$ cat src/rtl/tdes_uart_pkg.sv
// Shared definitions for the tdes serial link UART blocks.
// Contents:
//   rx_state_e      receiver state encoding (IDLE, START, DATA, STOP, BREAK)
//   OVERSAMPLE_DEF  default sys_clk cycles per serial bit
//   DATA_BITS_DEF   default data bits per frame
//   HALF_BIT        half a bit period at the default oversample rate
//   half_bit()      half a bit period for an arbitrary oversample rate
package tdes_uart_pkg;

  localparam int OVERSAMPLE_DEF = 16;
  localparam int DATA_BITS_DEF  = 8;
  localparam int HALF_BIT       = OVERSAMPLE_DEF / 2;

  typedef enum logic [2:0] {
    IDLE,
    START,
    DATA,
    STOP,
    BREAK
  } rx_state_e;

  function automatic int half_bit(input int oversample);
    return oversample / 2;
  endfunction

endpackage

$ cat src/rtl/tdes_uart_rx_if.sv
// Received-byte bus of the tdes UART receiver.
// Signals:
//   rec_dataH   last correctly framed byte
//   rec_readyH  one-cycle strobe, new byte valid on rec_dataH
//   rec_errH    one-cycle strobe, framing error (stop bit low)
// Modports:
//   master  the receiver, drives the bus
//   slave   the consumer of received bytes
interface tdes_uart_rx_if
  import tdes_uart_pkg::*;
#(
  parameter int DATA_BITS = DATA_BITS_DEF
);

  logic [DATA_BITS-1:0] rec_dataH;
  logic                 rec_readyH;
  logic                 rec_errH;

  modport master (
    output rec_dataH,
    output rec_readyH,
    output rec_errH
  );

  modport slave (
    input rec_dataH,
    input rec_readyH,
    input rec_errH
  );

endinterface

$ cat src/rtl/tdes_sync2.sv
// Two-flop synchronizer for a single asynchronous level.
// Ports:
//   clk    destination clock
//   rst_n  asynchronous active-low reset, both flops load RESET_VAL
//   d      asynchronous input
//   q      synchronized output, two clk cycles behind d
// RESET_VAL defaults to 1 so an idle-high serial line does not look like
// a start bit straight after reset.
module tdes_sync2 #(
  parameter logic RESET_VAL = 1'b1
) (
  input  logic clk,
  input  logic rst_n,
  input  logic d,
  output logic q
);

  logic meta;

  // NOTE: sequential state uses non-blocking assignments so both flops sample
  // their inputs from before the edge; blocking here would collapse the chain
  // into a single flop.
  always_ff @(posedge clk or negedge rst_n) begin
    if (!rst_n) begin
      meta <= RESET_VAL;
      q    <= RESET_VAL;
    end else begin
      meta <= d;
      q    <= meta;
    end
  end

endmodule

$ cat src/rtl/tdes_uart_rx.sv
// 8N1 serial byte receiver for the triple-DES serial link.
// Ports:
//   sys_clk     oversampling clock, OVERSAMPLE x baud rate
//   sys_rst_l   asynchronous active-low reset
//   uart_dataH  serial line, idle high, asynchronous to sys_clk
//   rx_bus      received-byte bus (rec_dataH, rec_readyH, rec_errH)
// The line is synchronized, the start bit is verified at its middle, then
// every following bit is sampled one full bit period later. A good stop bit
// publishes the byte with a one-cycle ready strobe; a low stop bit raises a
// one-cycle error strobe and the receiver waits for the line to return high
// before hunting for the next start bit.
module tdes_uart_rx
  import tdes_uart_pkg::*;
#(
  parameter int OVERSAMPLE = OVERSAMPLE_DEF,
  parameter int DATA_BITS  = DATA_BITS_DEF
) (
  input  logic            sys_clk,
  input  logic            sys_rst_l,
  input  logic            uart_dataH,
  tdes_uart_rx_if.master  rx_bus
);

  localparam int CNT_W = $clog2(OVERSAMPLE);
  localparam int BIT_W = $clog2(DATA_BITS);

  // Tick at which the middle of the start bit is reached, and the tick that
  // ends a full bit period measured from the previous sample point.
  localparam logic [CNT_W-1:0] CNT_HALF = CNT_W'(half_bit(OVERSAMPLE) - 1);
  localparam logic [CNT_W-1:0] CNT_LAST = CNT_W'(OVERSAMPLE - 1);
  localparam logic [BIT_W-1:0] BIT_LAST = BIT_W'(DATA_BITS - 1);

  logic                 rx_s;

  rx_state_e            state_q, state_d;
  logic [CNT_W-1:0]     cnt_q,   cnt_d;
  logic [BIT_W-1:0]     bit_q,   bit_d;
  logic [DATA_BITS-1:0] shift_q, shift_d;
  logic [DATA_BITS-1:0] data_q,  data_d;
  logic                 ready_q, ready_d;
  logic                 err_q,   err_d;

  tdes_sync2 #(
    .RESET_VAL (1'b1)
  ) u_sync (
    .clk   (sys_clk),
    .rst_n (sys_rst_l),
    .d     (uart_dataH),
    .q     (rx_s)
  );

  // NOTE: every signal written here gets a default first, so no path through
  // the case statement can leave one unassigned and infer a latch.
  always_comb begin
    state_d = state_q;
    cnt_d   = cnt_q + CNT_W'(1);
    bit_d   = bit_q;
    shift_d = shift_q;
    data_d  = data_q;
    ready_d = 1'b0;
    err_d   = 1'b0;

    unique case (state_q)
      IDLE: begin
        cnt_d = '0;
        if (!rx_s) begin
          state_d = START;
        end
      end

      START: begin
        if (cnt_q == CNT_HALF) begin
          cnt_d = '0;
          if (!rx_s) begin
            state_d = DATA;
            bit_d   = '0;
          end else begin
            // High again at mid start bit: a glitch, not a frame.
            state_d = IDLE;
          end
        end
      end

      DATA: begin
        if (cnt_q == CNT_LAST) begin
          cnt_d = '0;
          // LSB arrives first, so shifting in at the MSB leaves bit 0 in the
          // LSB once all data bits are in.
          shift_d = {rx_s, shift_q[DATA_BITS-1:1]};
          if (bit_q == BIT_LAST) begin
            state_d = STOP;
          end else begin
            bit_d = bit_q + BIT_W'(1);
          end
        end
      end

      STOP: begin
        if (cnt_q == CNT_LAST) begin
          cnt_d = '0;
          if (rx_s) begin
            data_d  = shift_q;
            ready_d = 1'b1;
            state_d = IDLE;
          end else begin
            err_d   = 1'b1;
            state_d = BREAK;
          end
        end
      end

      BREAK: begin
        // A line stuck low must not be mistaken for a new start bit.
        cnt_d = '0;
        if (rx_s) begin
          state_d = IDLE;
        end
      end

      default: begin
        cnt_d   = '0;
        state_d = IDLE;
      end
    endcase
  end

  // NOTE: the shift register is reset along with the control flops; it is a
  // handful of bits, and a known value keeps reset behaviour deterministic.
  always_ff @(posedge sys_clk or negedge sys_rst_l) begin
    if (!sys_rst_l) begin
      state_q <= IDLE;
      cnt_q   <= '0;
      bit_q   <= '0;
      shift_q <= '0;
      data_q  <= '0;
      ready_q <= 1'b0;
      err_q   <= 1'b0;
    end else begin
      state_q <= state_d;
      cnt_q   <= cnt_d;
      bit_q   <= bit_d;
      shift_q <= shift_d;
      data_q  <= data_d;
      ready_q <= ready_d;
      err_q   <= err_d;
    end
  end

  assign rx_bus.rec_dataH  = data_q;
  assign rx_bus.rec_readyH = ready_q;
  assign rx_bus.rec_errH   = err_q;

endmodule

$ cat src/flat_wrapper.sv
// flat-port wrapper written by rule: the top's interface ports become plain ports
module tdes_uart_rx_flat import tdes_uart_pkg::*;
#(
  parameter int OVERSAMPLE = OVERSAMPLE_DEF,
  parameter int DATA_BITS  = DATA_BITS_DEF
)
  (sys_clk, sys_rst_l, uart_dataH, rx_bus_rec_dataH, rx_bus_rec_readyH, rx_bus_rec_errH);
  tdes_uart_rx_if #(.DATA_BITS(DATA_BITS)) rx_bus_i ();
  input  logic sys_clk;
  input  logic sys_rst_l;
  input  logic uart_dataH;
  output wire logic [$bits(rx_bus_i.rec_dataH)-1:0] rx_bus_rec_dataH;
  output wire logic [$bits(rx_bus_i.rec_readyH)-1:0] rx_bus_rec_readyH;
  output wire logic [$bits(rx_bus_i.rec_errH)-1:0] rx_bus_rec_errH;
  assign rx_bus_rec_dataH = rx_bus_i.rec_dataH;
  assign rx_bus_rec_readyH = rx_bus_i.rec_readyH;
  assign rx_bus_rec_errH = rx_bus_i.rec_errH;
  tdes_uart_rx #(.OVERSAMPLE(OVERSAMPLE), .DATA_BITS(DATA_BITS)) u_core (.sys_clk(sys_clk), .sys_rst_l(sys_rst_l), .uart_dataH(uart_dataH), .rx_bus(rx_bus_i));
endmodule
$ cat config.mk
export PLATFORM = sky130hd
export DESIGN_NAME = tdes_uart_rx_flat
export DESIGN_NICKNAME = d
export VERILOG_FILES = /design/src/rtl/tdes_uart_pkg.sv /design/src/rtl/tdes_uart_rx_if.sv /design/src/rtl/tdes_sync2.sv /design/src/rtl/tdes_uart_rx.sv /design/src/flat_wrapper.sv
export SDC_FILE = /design/constraint.sdc
export NUM_CORES = 1
export LEC_CHECK = 0
export BUFFER_PORTS_ARGS = -buffer_cell sky130_fd_sc_hd__buf_2
export CAP_MARGIN = 20
export CORE_MARGIN = 4
export CORE_UTILIZATION = 60
export CTS_BUF_LIST = sky130_fd_sc_hd__clkbuf_2
export CTS_CLUSTER_DIAMETER = 40
export DETAILED_ROUTE_END_ITERATION = 10
export GPL_TIMING_DRIVEN = 0
export PLACE_DENSITY_LB_ADDON = 0.05
export SYNTH_ARGS = -nofsm -noshare
export SYNTH_HDL_FRONTEND = slang
export SYNTH_SLANG_ARGS = --single-unit
$ cat constraint.sdc
create_clock -name sys_clk -period 4 [get_ports sys_clk]
set_input_delay 0.2 -clock sys_clk [delete_from_list [all_inputs] [get_ports sys_clk]]
set_output_delay 0.2 -clock sys_clk [all_outputs]
set_load 0.05 [all_outputs]
==> metrics.yaml <==
status: "complete, no violations"
hp-class: "flip-flop to flip-flop"
nets: 131
synth_top_area_share_pct: 52.1
synth.distinct_cells: 33
syn-num-nets: 110
first_global_vias: 956
ir_drop_uv: 335
cts_tree: "built"
ctsRootBufferMaster: "clkbuf_2"
grt-ovfl-total: 0
ys_top_cells_by_count: "28 x dfrtp_1, 17 x mux2_2, 6 x inv_1"
synthArstFlopShare_pct: 100
dp_hpwl_um: 1570
area_growth_pct: 11.4
core_area_um2: 2040
clk_pin_slew_ps: 130
final_core_util_pct: 73.4
initial_utilization_pct: 65.9
dieArea_um2: 3060
hold_viol: 0
grt_pass1_wl_um: 4190
fmax_ghz: 0.574
die_w_um: 55.3
cap_violations: 0
placed_area_um2: 1440
cpPeakStageDelay_ps: 440
cts_setup_buffers: 0
die_h_um: 55.3
fin_area_um2: 1500
crit_chain: "ha_1, buf_2, and3_1, buf_6, nand2_2, mux2_2"
antenna_left: 0
grt_usage_pct: 17.2
cts_buffers: 5
rows: 16
drcViolationCount: 0
dr.pass1.iters: 4
synth-edff-count: 0
drt-wirelength-per-cell_um: 14.5
syn_area_um2: 1350
drv_slew: 0
worst-setup-path-type: "flip-flop to flip-flop"
htree_levels: 2
clk_latency_ps: 350
pwr-share-seq_pct: 49.8
p_switching_mw: 0.259
drt-initial-drc-count: 9
critPathLaunchType: "flip-flop"
cp-end-kind: "flip-flop"
n_antenna_cell: 0
cp_slowest_cell: "dfrtp_1"
clkPwrFrac_pct: 18.7
path_max_fanout: 8
comb_power_share_pct: 31.6
yosysWarnings: 0
fin_crit_sh_pct: 43.5
p_leak_nw: 0.780
rr_endpoint: "u_core.shift_q[7]"
synth_seq_cells: 30
cts.sinks: 30
fin_skew_ps: 21.1
drive_gt1_share_pct: 38.9
synth_seq_area_share_pct: 56.0
gp_congestion: 0.721
min_path_cells: 0
synthTopCellsByArea: "dfrtp_1 52%, mux2_2 14%, dfstp_2 3.9%"
antenna_found_initial: 0
rsz0062_at_grt: "no"
syn_inst: 104
vias: 849
drt-vias-per-instance: 5.55
arrival_ps: 1970
required_ps: 4230
fill_cells: 159
hold_start: "u_core.u_sync.meta"
regToRegSetupSlack_ps: 2260
setup_viol: 0
synth_top_flop_cell: "dfrtp_1"
max_slew_margin_pct: 56.9
holdPathEnd: "u_core.u_sync.q"
portBuffers: 12
synthMostInstantiatedCell: "dfrtp_1"
drt_wl_total_um: 2220
p_int_mw: 0.495
num_io_pins: 13
fin_crit_ps: 1740
swShare_pct: 34.4
ctsLongestPathBuffers: 2
yosysTopAreaCell: "dfrtp_1"
r2r_start: "u_core.cnt_q[0]"
reg2regPathDepth: 6
tightest_slew_ps: 646
grt_start_max_net_pins: 31
tns_ps: 0
power.density_nw_per_um2: 503
avgSynthCellArea_um2: 12.9
==> metal layers <==
metal / up-vias / track usage (%) / share of wire [%]
li1: 419 / - / -
met1: 413 / 20.6 / 45
met2: 13 / 28.5 / 50
met3: 4 / 6.06 / 4.0
met4: 0 / 6.25 / 1.1
met5: - / 0 / 0
==> kinds of logic (layout without fill, tap and decap cells) <==
logic type	Yosys count	after routing	synth area share, %
adder cells (fa/ha/maj)	3	3	2.79
AO/OA/AOI/OAI	13	13	6.61
multiplexers	21	21	17.2
XOR/XNOR	1	1	0.651
buffers and inverters	12	34	4.56
AND/OR/NAND/NOR	24	24	12.2
flip-flops	30	30	56.0
==> cell type report <==
type	count	area, um2	share of cell area [%]
Buffer	6	38.8	2.59
Clock buffer	6	30.0	2.00
Clock inverter	2	10.0	0.668
Inverter	6	22.5	1.50
Multi-Input combinational cell	62	531	35.4
Sequential cell	30	753	50.3
Tap cell	27	33.8	2.25
Timing Repair Buffer	14	80.1	5.34
==> placed cells by master, fill, tap and decap left out, types with 2 or more instances in the layout <==
master / instances
a21oi_1: 4
buf_2: 16
clkbuf_2: 6
clkinv_2: 2
dfrtp_1: 28
dfstp_2: 2
dlygate4sd3_1: 2
ha_1: 3
inv_1: 6
mux2_2: 17
mux2i_1: 4
nand3_1: 2
nand3b_1: 2
nand4b_1: 2
nor2_1: 4
nor2b_1: 2
nor3b_1: 2
o21ai_0: 3
o221ai_1: 2
==> how the worst max path moves through the flow <==
stage / startpoint / end / slack (ps) / depth (start not counted)
6_report: u_core.cnt_q[0] / u_core.shift_q[7] / 2260 / 6
5_1_grt: u_core.cnt_q[0] / u_core.rx_bus.rec_dataH[5] / 2170 / 6
3_5_place_dp: u_core.cnt_q[0] / u_core.shift_q[7] / 2290 / 6
4_1_cts: u_core.cnt_q[0] / u_core.shift_q[7] / 2270 / 6
3_3_place_gp: u_core.cnt_q[0] / u_core.shift_q[5] / 2320 / 6
2_1_floorplan: u_core.cnt_q[0] / u_core.rx_bus.rec_dataH[0] / 2420 / 6
==> critical path: cells and delay by family (launching register included) <==
family | cells | cell delay, ps
flip-flops | 1 | 440
multiplexers | 1 | 370
AND/OR/NAND/NOR | 2 | 330
buffers and inverters | 2 | 310
adder cells (fa/ha/maj) | 1 | 200
==> per-stage QoR <==
step / hold WS [ps] / std cells / worst slack [ps] / total power [mW]
2_1_floorplan: -95.6 / 104 / 2420 / 0.561
3_3_place_gp: 256 / 143 / 2320 / 0.601
3_5_place_dp: 263 / 143 / 2290 / 0.617
4_1_cts: 366 / 153 / 2270 / 0.761
5_1_grt: 369 / 153 / 2170 / 0.814
6_report: 365 / 153 / 2260 / 0.754
==> power by group through the flow <==
stage | Clock (mW) | Sequential [mW] | Combinational [mW]
floorplan | 0 | 0.374 | 0.186
global placement | 0 | 0.377 | 0.224
detailed placement | 0 | 0.380 | 0.237
CTS | 0.147 | 0.374 | 0.240
global route | 0.162 | 0.382 | 0.270
finish | 0.141 | 0.375 | 0.238
==> flip-flops by register name, indices dropped and copies added, names as in the netlist <==
signal,count
u_core.u_sync.q,1
u_core.rx_bus.rec_dataH,8
u_core.rx_bus.rec_readyH,1
u_core.state_q,3
u_core.cnt_q,4
u_core.rx_bus.rec_errH,1
u_core.bit_q,3
u_core.u_sync.meta,1
u_core.shift_q,8
==> repair_timing <==
item / in CTS / in global routing
endpoints found under the hold margin: 29 / 0
gates resized for setup: 0 / 0
hold buffers: 2 / 0
(Power assumes the default switching activity.)
